### config.mk
export PLATFORM = sky130hd
export DESIGN_NAME = stopwatch_time_counter
export DESIGN_NICKNAME = d
export VERILOG_FILES = /design/src/rtl/stopwatch_time_counter_pkg.sv /design/src/rtl/stopwatch_time_counter_bcd_digit.sv /design/src/rtl/stopwatch_time_counter.sv
export SDC_FILE = /design/constraint.sdc
export NUM_CORES = 1
export LEC_CHECK = 0
export CAP_MARGIN = 20
export CORE_UTILIZATION = 55
export DETAILED_ROUTE_END_ITERATION = 10
export PLACE_DENSITY = 0.79
export SLEW_MARGIN = 20
export SYNTH_ARGS = -nofsm -noshare
export SYNTH_HDL_FRONTEND = slang
export SYNTH_SLANG_ARGS = --single-unit
### constraint.sdc
create_clock -name clk -period 2.3 [get_ports clk]
set_clock_uncertainty 0.15 [all_clocks]
set_input_delay 0.23 -clock clk [delete_from_list [all_inputs] [get_ports clk]]
set_output_delay 0.23 -clock clk [all_outputs]
set_load 0.02 [all_outputs]
### src/rtl/stopwatch_time_counter_pkg.sv
`default_nettype none
// ============================================================================
// Module      : stopwatch_pkg
// Description : Shared definitions for the stopwatch control FSM and its
//               time counter datapath. These are the select encodings on
//               T_s, the BCD digit width, the per-digit maximum and the
//               ceiling of the 4-digit count.
// Revision    : 1.0 - initial release
// ============================================================================
package stopwatch_pkg;

    // T_s select encodings; 2'b11 is decoded as hold by the datapath
    localparam logic [1:0]  TS_INIT   = 2'b00;
    localparam logic [1:0]  TS_TICK   = 2'b01;
    localparam logic [1:0]  TS_HOLD   = 2'b10;

    localparam int          DIGIT_W   = 4;
    localparam int          NUM_DIGITS = 4;
    localparam logic [3:0]  DIGIT_MAX = 4'd9;
    localparam logic [15:0] BCD_MAX   = 16'h9999;

endpackage
`default_nettype wire

### src/rtl/stopwatch_time_counter_bcd_digit.sv
`default_nettype none
// ============================================================================
// Module      : bcd_digit
// Description : One decimal (BCD) counter digit, 0..9.
//   clk  in  1 : clock, posedge
//   rst  in  1 : synchronous active-high reset (digit -> 0)
//   clr  in  1 : synchronous clear (digit -> 0), beats en
//   en   in  1 : carry-in; digit advances by one, wrapping 9 -> 0
//   q    out 4 : current digit value
//   co   out 1 : digit is at 9; the caller ANDs it with en to form the
//                carry into the next digit
// Revision    : 1.0 - initial release
// ============================================================================
module bcd_digit
    import stopwatch_pkg::*;
(
    input  logic               clk,
    input  logic               rst,
    input  logic               clr,
    input  logic               en,
    output logic [DIGIT_W-1:0] q,
    output logic               co
);

    logic [DIGIT_W-1:0] r_q;

    always_ff @(posedge clk) begin
        if (rst || clr) begin
            r_q <= '0;
        end else if (en) begin
            r_q <= (r_q == DIGIT_MAX) ? '0 : r_q + 1'b1;
        end
    end

    assign q  = r_q;
    assign co = (r_q == DIGIT_MAX);

endmodule
`default_nettype wire

### src/rtl/stopwatch_time_counter.sv
`default_nettype none
// ============================================================================
// Module      : stopwatch_time_counter
// Description : Time base and 4-digit BCD counter (SS.hh, 00.00..99.99) of
//               the stopwatch. A prescaler divides clk down to the tick rate,
//               and a ripple chain of bcd_digit instances counts the ticks.
//               The count saturates at 99.99.
//   clk        in  1  : system clock
//   rst        in  1  : synchronous active-high reset
//   T_s        in  2  : 00 load zero, 01 count, 10/11 hold
//   T_ld       in  1  : update enable; 0 freezes all state
//   lap        in  1  : lap strobe (only with STOPWATCH_LAP_EN)
//   T_comp     out 1  : live count equals 99.99
//   time_bcd   out 16 : displayed time {d3,d2,d1,d0}
//   tick_pulse out 1  : registered pulse after each real increment
// Config macro: STOPWATCH_LAP_EN adds the lap port and the lap-freeze
//               display register.
// Revision    : 1.0 - initial release
// ============================================================================
module stopwatch_time_counter
    import stopwatch_pkg::*;
#(
    parameter int CLK_HZ  = 100_000_000,
    parameter int TICK_HZ = 100
) (
    input  logic        clk,
    input  logic        rst,
    input  logic [1:0]  T_s,
    input  logic        T_ld,
`ifdef STOPWATCH_LAP_EN
    input  logic        lap,
`endif
    output logic        T_comp,
    output logic [15:0] time_bcd,
    output logic        tick_pulse
);

    localparam int DIV   = CLK_HZ / TICK_HZ;
    localparam int PRE_W = (DIV > 1) ? $clog2(DIV) : 1;
    localparam logic [PRE_W-1:0] c_pre_last = PRE_W'(DIV - 1);

    logic [PRE_W-1:0]      r_pre;
    logic                  r_tick;
    logic [15:0]           w_count;
    logic [NUM_DIGITS-1:0] w_nine;
    logic [NUM_DIGITS-1:0] w_carry;
    logic                  w_load;
    logic                  w_run;
    logic                  w_wrap;
    logic                  w_sat;
    logic                  w_inc;

    assign w_load = T_ld && (T_s == TS_INIT);
    assign w_run  = T_ld && (T_s == TS_TICK);
    assign w_wrap = w_run && (r_pre == c_pre_last);
    // Every digit is 9 only at 99.99.
    assign w_sat  = &w_nine;
    assign w_inc  = w_wrap && !w_sat;

    // The prescaler keeps wrapping while saturated. Hold keeps its partial
    // phase, so a resume does not lose the sub-tick time.
    always_ff @(posedge clk) begin
        if (rst || w_load) begin
            r_pre <= '0;
        end else if (w_run) begin
            r_pre <= (r_pre == c_pre_last) ? '0 : r_pre + 1'b1;
        end
    end

    always_ff @(posedge clk) begin
        if (rst) begin
            r_tick <= 1'b0;
        end else begin
            r_tick <= w_inc;
        end
    end

    // Carry ripples upward: digit i advances when every lower digit is 9.
    assign w_carry[0] = w_inc;

    generate
        for (genvar i = 1; i < NUM_DIGITS; i++) begin : g_carry
            assign w_carry[i] = w_carry[i-1] && w_nine[i-1];
        end

        for (genvar i = 0; i < NUM_DIGITS; i++) begin : g_digit
            bcd_digit u_digit (
                .clk (clk),
                .rst (rst),
                .clr (w_load),
                .en  (w_carry[i]),
                .q   (w_count[i*DIGIT_W +: DIGIT_W]),
                .co  (w_nine[i])
            );
        end
    endgenerate

    assign T_comp     = (w_count == BCD_MAX);
    assign tick_pulse = r_tick;

`ifdef STOPWATCH_LAP_EN
    logic [15:0] r_lap;
    logic        r_frozen;

    // Load has priority over lap. Lap toggles between capture and live.
    always_ff @(posedge clk) begin
        if (rst) begin
            r_lap    <= '0;
            r_frozen <= 1'b0;
        end else if (w_load) begin
            r_frozen <= 1'b0;
        end else if (lap) begin
            if (!r_frozen) begin
                r_lap    <= w_count;
                r_frozen <= 1'b1;
            end else begin
                r_frozen <= 1'b0;
            end
        end
    end

    assign time_bcd = r_frozen ? r_lap : w_count;
`else
    assign time_bcd = w_count;
`endif

endmodule
`default_nettype wire

## After elaboration in Yosys (flattened, before gate mapping)

Cells that the tools add are included.

- Bits in registers: 37
- Bits of input ports: 5
- Output and inout bits: 18
- Word-level logic and storage cells: 34

- Add/sub/neg operators: 5
- Equal/unequal tests: 7
- Muxes and demuxes: 5
- Reductions and logical operators: 11

Operators with widths:

| kind | count |
|---|---|
| adder 20 x 1 -> 20 bit (second input constant) | 1 |
| == test 20 bit (second input constant) | 1 |
| 2-to-1 mux 20 bit | 1 |
| adder 4 x 1 -> 4 bit (second input constant) | 4 |
| == test 16 bit (second input constant) | 1 |
| == test 4 bit (second input constant) | 4 |
| 2-to-1 mux 4 bit | 4 |
| logical AND 1 bit | 7 |
| AND reduction 4 bit | 1 |
| == test 2 x 1 -> 1 bit (second input constant) | 1 |
| zero test 2 bit | 1 |
| zero test 1 bit | 1 |
| logical OR 1 bit | 1 |

## Longest topological paths before layout

- Word-level depth: 7
- Gate-level depth with buffers: 7
- Depth with buffers taken out: 6

## Hierarchy

From an unflattened synthesis, not the netlist that was laid out.

- Cells, all modules: 220
- Area, all modules: 1901.8 µm²

Modules (own cells, without submodules):

| module | instances | cells each | area each (µm²) | sequential area each (µm²) |
|---|---|---|---|---|
| stopwatch_time_counter | 1 | 136 | 1116.1 | 420.4 |
| bcd_digit | 4 | 21 | 196.4 | 80.1 |

## Worst setup path after synthesis

Ideal clock, no wire load.

- Kind: register to register
- Start point: register g_digit[0].u_digit.r_q[3]
- End point: register g_digit[3].u_digit.r_q[3]
- Setup time: 120 ps
- Arrival: 1895 ps
- Required time: 2030 ps
- Setup slack: 135 ps
- Stages on the path, launching flop included: 6
- Buffers on the path: 0
- Clock period less this slack: 2165 ps
- Cell sequence: dfxtp_1 > or3b_4 > nor4_4 > nand4_2 > o31a_1 > o31a_1

- Cells in the longest elaborated chain, start to end: 7

Ends and longest elaborated chain:

| item | line | RTL |
|---|---|---|
| start: declaration | stopwatch_time_counter_bcd_digit.sv:25 | `logic [DIGIT_W-1:0] r_q;` |
| start signal: assignment | stopwatch_time_counter_bcd_digit.sv:31 | `r_q <= (r_q == DIGIT_MAX) ? '0 : r_q + 1'b1;` |
| == test 4 bit * | stopwatch_time_counter_bcd_digit.sv:36 | `assign co = (r_q == DIGIT_MAX);` |
| AND reduction 4 bit | stopwatch_time_counter.sv:57 | `assign w_sat = &w_nine;` |
| zero test 1 bit | stopwatch_time_counter.sv:58 | `assign w_inc = w_wrap && !w_sat;` |
| logical AND 1 bit | stopwatch_time_counter.sv:58 |  |
| logical AND 1 bit * (3 in series) | stopwatch_time_counter.sv:83 | `assign w_carry[i] = w_carry[i-1] && w_nine[i-1];` |
| end signal: assignment | stopwatch_time_counter_bcd_digit.sv:31 |  |
| end: declaration | stopwatch_time_counter_bcd_digit.sv:25 |  |

Mark *: on every way between the ends. The rest lies on a longest branch, timed or not.
A chain may end at the register's enable or synchronous reset.

## Worst setup path in the final report

- Start point: register g_digit[0].u_digit.r_q[3]
- End point: output port T_comp

- Cells in the longest elaborated chain, start to end: 1

Ends and longest elaborated chain:

| item | line | RTL |
|---|---|---|
| == test 16 bit | stopwatch_time_counter.sv:98 | `assign T_comp = (w_count == BCD_MAX);` |
| end: declaration | stopwatch_time_counter.sv:33 | `output logic T_comp,` |

No other way between the ends.

==> results.tsv <==
stage	metric	value	unit
pwr	leakage	0.9049	nW
setup_path	number of buffers and inverters on the critical path	1	
synth	register area share after synthesis	37.44	%
synth	Avg Inst Size Synth	8.792	um^2
placement	dpl hpwl	3.199	mm
clock_network	clock transition time at the flip-flop clock pins of the worst setup and hold paths	0.11	ns
pwr	Sw Pwr	0.2445	mW
pwr	switching portion of total power	20.97	%
cells_and_area	count of filler cells inserted in the layout	245	
synth	dominant cells by area after synthesis	dfxtp_1 (37%), nor2_1 (6.8%), xor2_1 (6.2%)	
clock_network	clk sink count	37	
setup_path	worst setup path startpoint	g_digit[0].u_digit.q[3]	
timing	final setup fails	0	
synth	unique cell type count in the Yosys netlist	52	
global_route	Total GRT Usage	24.25	%
routing	DRT iter0 DRCs	63	
synth	share of synthesized flip-flops with an asynchronous set or reset	0	%
global_route	met1 usage in global routing	32.27	%
cells_and_area	antenna diode instance count	0	
global_route	largest net degree at the start of global routing	20	
setup_path	required arrival time at the worst endpoint	1.92	ns
cells_and_area	layout cells sized above 1	19.57	%
setup_path	maximum single-stage delay on the critical path	0.41	ns
setup_path	data arrival time at the worst-slack endpoint	1.77	ns
routing	remaining number of nets flagged by the antenna check after routing	0	
routing	Pre-Repair DR Iteration Count	6	
clock_network	clock network latency to the later pin of the worst-skew pair	0.35	ns
setup_path	Crit path max-delay family	simple AND/OR/NAND/NOR gates	
global_route	Most Used Layer, Global Route	met2	
clock_network	Clock Path Buffers	2	
setup_path	origin of the critical flop-to-flop path	r_pre[0]	
setup_path	category of the most critical setup path	reg2out	
floorplan	die span in x	61.97	um
global_route	global-route met3 utilization	6.004	%
timing	timing-limited maximum frequency	0.4650	GHz
clock_network	clock tree from TritonCTS	done	
global_route	number of global-route vias before repair	1492	
routing	Vias per Instance	5.618	
clock_network	CTS H-tree lvls	2	
synth	flip-flop and latch count after synthesis	37	
clock_network	Post-CTS Hold Buffers	0	
global_route	first-pass GRT wire length	6.679	mm
setup_path	Critical Path, Cell by Cell	or3b_4, nor2_1, and3_1, dlygate4sd2_1	
global_route	overflow left after global routing	0	
flow_run	number of maximum-capacitance constraint violations	0	
cells_and_area	Nets	281	
routing	Routed WL	4.342	mm
timing	count of pins over their slew limit	0	
synth	count of flip-flops with a built-in enable after synthesis	0	
floorplan	initial cell density of the core	58.36	%
min_path	type of the worst min-delay path	in2reg	
timing	headroom to the max-slew limit	68.58	%
pwr	relative contribution of the clock network to total power	40.9	%
placement	total of buffers placed on input and output ports	22	
floorplan	Core Rows	21	
synth	Ys Warns	0	
cells_and_area	register area	740.7	um^2
cells_and_area	layout overhead on the synthesized area	27.83	%
timing	unrepaired setup endpoints after global routing	false	
placement	routability cong.	0.8384	
pwr	fraction of power consumed by combinational cells	3.8	%
routing	number of remaining DRC errors	0	
pwr	Peak VDD IR	0.4247	mV
timing	total negative setup slack	0	ns
setup_path	CP startpoint kind	register	
timing	final worst path period need	2.151	ns
floorplan	die outline height	61.97	um
timing	final worst hold slack	0.3433	ns
timing	measured slew at the worst slew-check pin	0.4675	ns
run_status	run status	finished clean	
routing	number of vias after detailed routing	1809	
global_route	met2 capacity usage during global routing	37.54	%
setup_path	CP Capture Type	primary output	
global_route	antenna violations before repair	0	
timing	final clock period utilization by the worst path	93.51	%
synth	dominant cell type by area after synthesis	dfxtp_1	
synth	netlist area before placement	0.001978	mm^2
clock_network	clock buffer count from CTS	5	
synth	post-synth top area share	37.44	%
setup_path	Critical Path Fanout Max	4	
routing	detailed-route wire length per cell	13.48	um
pwr	register share of total power	55.3	%
setup_path	standard cell with the maximum stage delay on the critical path	or3b_4	
floorplan	Die Outline Area	0.003840	mm^2
cells_and_area	most common library cell in the layout ignoring fill and taps	dfxtp_1	
min_path	startpoint of the tightest hold check path	rst	
pwr	power per cell area	461.0	mW/mm^2
synth	synthesized netlist net count	231	
clock_network	cell at the root of the clock tree	clkbuf_4	
cells_and_area	highest-count cells in the layout ignoring fill and taps	dfxtp_1 (37), nor2_1 (36), buf_4 (25)	
floorplan	number of placed I/O pins	23	
floorplan	area of the core region	0.003390	mm^2
cells_and_area	area of the multi-input gates	0.001185	mm^2
pwr	internal power	0.9212	mW
synth	Syn Inst Count	225	
synth	most instantiated flip-flop cell in the synthesis netlist	dfxtp_1	
timing	number of endpoints with negative hold slack in the final report	0	
final cells by class:
type                       count  share of cell area [%]
multi-input combinational    175                   46.86
sequential                    37                   29.29
timing repair buffer          48                   16.87
tap                           46                   2.276
clock buffer                   6                   2.029
clock inverter                 2                   1.484
inverter                       8                   1.188
registers in the layout, indices dropped and copies added, names as in the netlist:
| register | count |
|---|---|
| g_digit.u_digit.q | 16 |
| r_pre | 20 |
| tick_pulse | 1 |
cells by family (layout without fill, tap and decap cells):
kind of cell,Yosys count,after routing,synth area share [%]
buffers and inverters,13,64,2.657
AOI/OAI and AO/OA,29,29,10.56
and+or+nand+nor,123,123,38.84
DFF,37,37,37.44
muxes,2,2,1.012
adders and majority gates,1,1,0.6324
xor gates and xnor gates,20,20,8.855
worst register-to-register path, stage by stage (launching register included):
cell and delay (ns):
dfxtp_1 0.40, ha_1 0.22, nand3_1 0.12, or2_1 0.34
a2111oi_4 0.50, nand4b_1 0.15, a31oi_1 0.17
cells in the mapped netlist (all sizes together), types with 3 or more instances:
cell type and instances:
a21oi 11, nand3 9, nor3 6, o21ai 7
clkbuf 3, nor2b 5, nor2 36, dfxtp 37
nand3b 4, xor2 14, nand4 12, nand2 17
nor4 5, nand4b 3, or3 3, nand2b 3
and3 5, xnor2 6, inv 8
worst paths after layout:
check | slack [ns] | to | cells after the start
setup reg to reg | 0.20 | g_digit[1].u_digit.q[3] | 6
hold reg to reg | 0.39 | r_pre[19] | 2
hold / removal | 0.34 | tick_pulse | 2
setup / recovery | 0.15 | T_comp | 4
power groups by stage:
stage	Sequential, mW	Combinational [mW]	Clock, mW
2_1_floorplan	0.659	0.0189	0
3_3_place_gp	0.659	0.0433	0
3_5_place_dp	0.659	0.0447	0
4_1_cts	0.645	0.0450	0.489
5_1_grt	0.645	0.0483	0.517
6_report	0.645	0.0448	0.476
what timing repair did:
item	4_1_cts	5_1_grt
endpoints found under the setup margin	1	0
setup buffers	0	0
gates resized for setup	1	0
metal layers:
metal	vias up	part of all wire [%]	wire, um
li1	905	-	-
met1	857	49	2108
met2	40	46	1997
met3	7	3.8	165
met4	0	1.6	70
met5	-	0	0
metrics by stage:
step	util (%)	setup slack [ns]	total power, mW	area [um^2]	cells
floorplan	-	0.1352	0.6776	1978	225
global placement	72.02	0.06460	0.7027	2441	314
detailed placement	72.02	0.03024	0.7040	2441	314
CTS	74.60	0.1320	1.179	2529	322
global route	74.60	0.001844	1.211	2529	322
finish	74.60	0.1493	1.166	2529	322
No activity file was read; power rests on OpenSTA's default activity.
==> RTL change 1: new RTL, same settings <==
The option `STOPWATCH_LAP_EN` is turned on by a define.
--- a/src/rtl/stopwatch_time_counter.sv
+++ b/src/rtl/stopwatch_time_counter.sv
@@ -18,4 +18,6 @@
 // Revision    : 1.0 - initial release
 // ============================================================================
+`define STOPWATCH_LAP_EN
+
 module stopwatch_time_counter
     import stopwatch_pkg::*;
Interface: changed (added lap); port bits go from 23 to 24. The function was not compared with the original's and may differ.
==> RTL change 1 against the unedited design <==
Design area rose by 36%; worst setup slack lost 0.24 ns; critical path depth rose by 1; the flow now finishes with violations (setup timing); routed wire length is 40% higher; clock power up 15%; sequential cell count up 17; synthesized area is 35% higher; power increased by 36%.
==> RTL change 1: results (changes against the unedited design) <==
[drt]
wl_met3_um = 229  ; +39%
wl_um = 6070  ; +40%
wl_met2_um = 2930  ; +47%
drt_iter0_drc = 140  ; +120%
drt_pre_antenna_iters = 4  ; -2
wl_met1_um = 2800  ; +33%

[grt]
use_met1_pct = 32.2  ; -0.053 points
grt_pass1_wl_um = 10200  ; +53%
use_met2_pct = 40.7  ; +3.1 points
grt_use_met3_pct = 4.92  ; -1.1 points
grt_pass1_vias = 2314  ; +55%
grt_start_max_net_pins = 21  ; +5.0%
gr-usage-all-layers_pct = 24.9  ; +0.64 points

[yosys]
yosys-mux-area-fraction_pct = 13.3  ; +12 points
synth_cell_type_count = 47  ; -9.6%
syn_nets = 313  ; +35%
seq_area_frac_synth_pct = 40.4  ; +2.9 points
ys_ff_latch = 54  ; +46%
synth_common_cells = nor2_1, dfxtp_1, nand2_1
synth_area_leaders = dfxtp_1, mux2i_1, nor2_1
synth-adder-area-share_pct = 0.467  ; -0.17 points
synth-xor-area-share_pct = 8.18  ; -0.68 points

[place]
numPortBuffers = 23  ; +4.5%
dp_hpwl_um = 4220  ; +32%
dpl.cell_count = 406  ; +29%
gp_congestion = 0.900  ; +7.3%
pre_cts_ws_ns = -0.280  ; -0.310 ns
dpl-instance-area_um2 = 3220  ; +32%

[status]
status = finished with violations
violations = setup timing

[clocking]
insertion_delay_ns = 0.31  ; -0.04 ns
clk_pin_slew_worst_paths_ns = 0.09  ; -0.02 ns
cts-root-buf = clkbuf_8

[cells_and_area]
drive_gt1_share_pct = 22.2  ; +2.6 points
syn_to_final_growth_pct = 28.3
multiInputGateArea_um2 = 1650  ; +39%
nets = 367  ; +31%
multi_input_cells = 234  ; +34%
fillers = 347  ; +42%
buffer_area_share_pct = 15.5  ; -1.4 points
clk_share_pct = 2.66  ; -0.85 points
num-clock-buffers = 7  ; +1
inv_count = 4  ; -4
finalNonFillerCells = 415  ; +29%
seq_share_pct = 31.5  ; +2.2 points
n_all_buffers = 61  ; +27%

[worst_setup_path]
crit_fanout = 5  ; +1
arrival_ns = 2.49  ; +0.72 ns

[timing]
worst_slew_pin_slew_ns = 1.05  ; +0.587 ns
fin_setup_tns_ns = -0.224  ; -0.224 ns
fin_ws_ns = -0.0936  ; -0.243 ns
setup_violations = 5  ; +5

[floorplanning]
num_rows = 25  ; +19%

[power_and_ir_drop]
seq_power_uw = 941  ; +46%
powerComb_uw = 95.8  ; +110%
sw_frac_of_total_pct = 22.6  ; +1.6 points
ir_worst_vdd_mv = 0.399  ; -6.1%
p_leak_uw = 0.00136  ; +50%

[worst_hold_path]
hold_class = reg -> reg

RTL change 1: cell types whose count changed after synthesis, moves of 4 or more:
cell / before / now
a21oi_1: 11 / 4
clkbuf_1: 2 / 12
dfxtp_1: 37 / 54
inv_1: 8 / 4
mux2_2: 0 / 13
mux2i_1: 2 / 21
nand2_1: 17 / 23
nor2_1: 36 / 56
nor4_1: 2 / 11
xor2_1: 14 / 18
RTL change 1: critical path, stage by stage (launching register included):
cell and delay [ns]:
dfxtp_1 0.32, or4b_4 0.53, or4_4 0.47, or3_4 0.38, or3_1 0.32, a21oi_1 0.15
RTL change 1: worst paths after layout:
path              startpoint                 endpoint  slack, ns  cells after the start
setup reg to reg   r_pre[13]  g_digit[3].u_digit.q[0]      -0.09                      5
hold reg to reg     r_lap[4]                 r_lap[4]       0.35                      2
setup / recovery   r_pre[13]  g_digit[3].u_digit.q[0]      -0.09                      5
hold / removal      r_lap[4]                 r_lap[4]       0.35                      2
==> RTL change 2: new RTL, same settings <==
Without the edit above. The output `tick_pulse` loses its register stage (`r_tick` becomes a continuous assignment).
--- a/src/rtl/stopwatch_time_counter.sv
+++ b/src/rtl/stopwatch_time_counter.sv
@@ -68,11 +68,5 @@
     end
 
-    always_ff @(posedge clk) begin
-        if (rst) begin
-            r_tick <= 1'b0;
-        end else begin
-            r_tick <= w_inc;
-        end
-    end
+    assign r_tick = w_inc;
 
     // Carry ripples upward: digit i advances when every lower digit is 9.
Formal check against the unedited RTL: same outputs for any inputs over 10 cycles, from zero or initial values and one cycle with rst high; that may be too few to reach the edited logic, so the function may still have changed.
==> RTL change 2 against the unedited design <==
Routed wire length is 7.2% lower; combinational power shrank 7.8%; worst setup slack lost 0.14 ns; utilization grew 3.4 points; clock power fell by 24%; design area is 4.3% lower; synthesized area shrank 7.7%; first-iteration DRC count rose by 51%; sequential cell count shrank 1; power is 12% lower.
==> RTL change 2: results (changes against the unedited design) <==
[place]
dpl.cell_count = 311  ; -0.96%
dp_hpwl_um = 3000  ; -6.3%
gp_congestion = 0.835  ; -0.44%

[yosys]
synth_area_leaders = dfxtp_1, nor2_1, xnor2_1
synth-xor-area-share_pct = 10.1  ; +1.2 points
syn_nets = 225  ; -2.6%
synth_compound_area_share_pct = 10.7  ; +0.12 points
yosys-mux-area-fraction_pct = 1.10  ; +0.084 points
synth_common_cells = dfxtp_1, nor2_1, nand2_1
synth-adder-area-share_pct = 0.685  ; +0.052 points
async_flop_share_pct = 0  ; unchanged
synth_cell_type_count = 49  ; -5.8%
seq_area_frac_synth_pct = 39.5  ; +2.0 points
synthCells = 219  ; -2.7%

[cells_and_area]
fillers = 244  ; -0.41%
finalNonFillerCells = 320  ; -0.62%
drive_gt1_share_pct = 19.9  ; +0.36 points
top_register = r_pre

[worst_setup_path]
ff2ff_setup_slack_ns = 0.004  ; -0.20 ns
crit_fanout = 7  ; +3
slowest_stage = or4b_4
cpPeakStageDelay_ns = 0.54  ; +0.13 ns
arrival_ns = 2.43  ; +0.66 ns

[worst_hold_path]
hold_class = reg -> reg

[timing]
worst_slew_pin_slew_ns = 0.612  ; +0.144 ns
holdWs_ns = 0.349  ; +0.00545 ns

[clocking]
insertion_delay_ns = 0.35  ; about the same
cts-root-buf = clkbuf_4

[grt]
grt_pass1_vias = 1589  ; +6.5%
gr-usage-all-layers_pct = 26.0  ; +1.8 points
grt_pass1_wl_um = 6820  ; +2.2%

[status]
status = complete, no violations

[drt]
drt_pre_antenna_iters = 4  ; -2
num_vias = 1741  ; -3.8%
wl_per_cell_um = 12.6  ; -6.6%
drt_iter0_drc = 95  ; +51%

[power_and_ir_drop]
ir_worst_vdd_mv = 0.316  ; -26%
p_leak_uw = 0.000884  ; -2.3%
intPower_uw = 789  ; -14%

[RTL change 2: changes by cell type after synthesis, sizes merged, moves of 3 or more]
cell	change
nand3b	-3
nand3	+3
xor2	-7
nand4	-5
nor4	-3
xnor2	+8
[RTL change 2: metal layers]
metal | part of all wire [%] | up-vias | GRT usage [%]
met5 | 0 | - | 0
met4 | 2.0 | 0 | 11.3
met3 | 4.1 | 9 | 6.77
met2 | 48 | 38 | 42.9
met1 | 46 | 808 | 32.0
li1 | - | 886 | -
[RTL change 2: final cells by class]
| type | count | area [um^2] | area share (%) |
|---|---|---|---|
| multi-input combinational | 169 | 1080 | 44.8 |
| inverter | 10 | 37.5 | 1.55 |
| clock inverter | 2 | 10.0 | 0.414 |
| sequential | 36 | 721 | 29.8 |
| timing repair buffer | 53 | 462 | 19.1 |
| clock buffer | 6 | 51.3 | 2.12 |
| tap | 44 | 55.1 | 2.28 |
[RTL change 2: cell families after synthesis]
| logic type | after synthesis |
|---|---|
| AO/OA/AOI/OAI | 28 |
| flip-flops | 36 |
| buffers and inverters | 14 |
| multiplexers | 2 |
| AND/OR/NAND/NOR | 117 |
| XOR/XNOR | 21 |
| adder cells (fa/ha/maj) | 1 |
[RTL change 2: timing repair]
action,in CTS,in global routing
hold buffers,0,0
endpoints found under the hold margin,0,0
pin swaps,0,2
setup endpoints to repair,2,10
buffers inserted,0,1
resized for setup,6,10
[RTL change 2: metrics by stage]
stage          setup WS (ns)  area (um^2)  power [uW]  utilization [%]
2_1_floorplan         0.0628         1830         661                -
3_3_place_gp         -0.0543         2320         682             74.8
3_5_place_dp         -0.0689         2320         683             74.8
4_1_cts               -0.127         2390        1040             77.1
5_1_grt              -0.0619         2420        1060             78.0
6_report             0.00437         2420        1030             78.0
[RTL change 2: path summary, 6_finish.rpt]
kind	startpoint	endpoint	depth (start not counted)
worst max-delay path	r_pre[6]	g_digit[3].u_digit.q[1]	6
worst min-delay path	g_digit[2].u_digit.q[0]	g_digit[2].u_digit.q[0]	2
worst max register to register	r_pre[6]	g_digit[3].u_digit.q[1]	6
worst min register to register	g_digit[2].u_digit.q[0]	g_digit[2].u_digit.q[0]	2
[RTL change 2: worst max-delay path, delay by kind of cell (launching register included)]
| kind | cells | cell delay (ns) |
|---|---|---|
| simple gates | 4 | 1.39 |
| compound gates | 1 | 0.14 |
| buf+inv | 1 | 0.20 |
| flops | 1 | 0.33 |
[RTL change 2: power by group through the flow]
| stage | Combinational, uW | Sequential (uW) | Clock [uW] |
|---|---|---|---|
| floorplan | 19.5 | 641 | 0 |
| global placement | 40.5 | 642 | 0 |
| detailed placement | 41.0 | 642 | 0 |
| CTS | 41.3 | 627 | 368 |
| global route | 45.8 | 628 | 391 |
| finish | 41.3 | 627 | 360 |
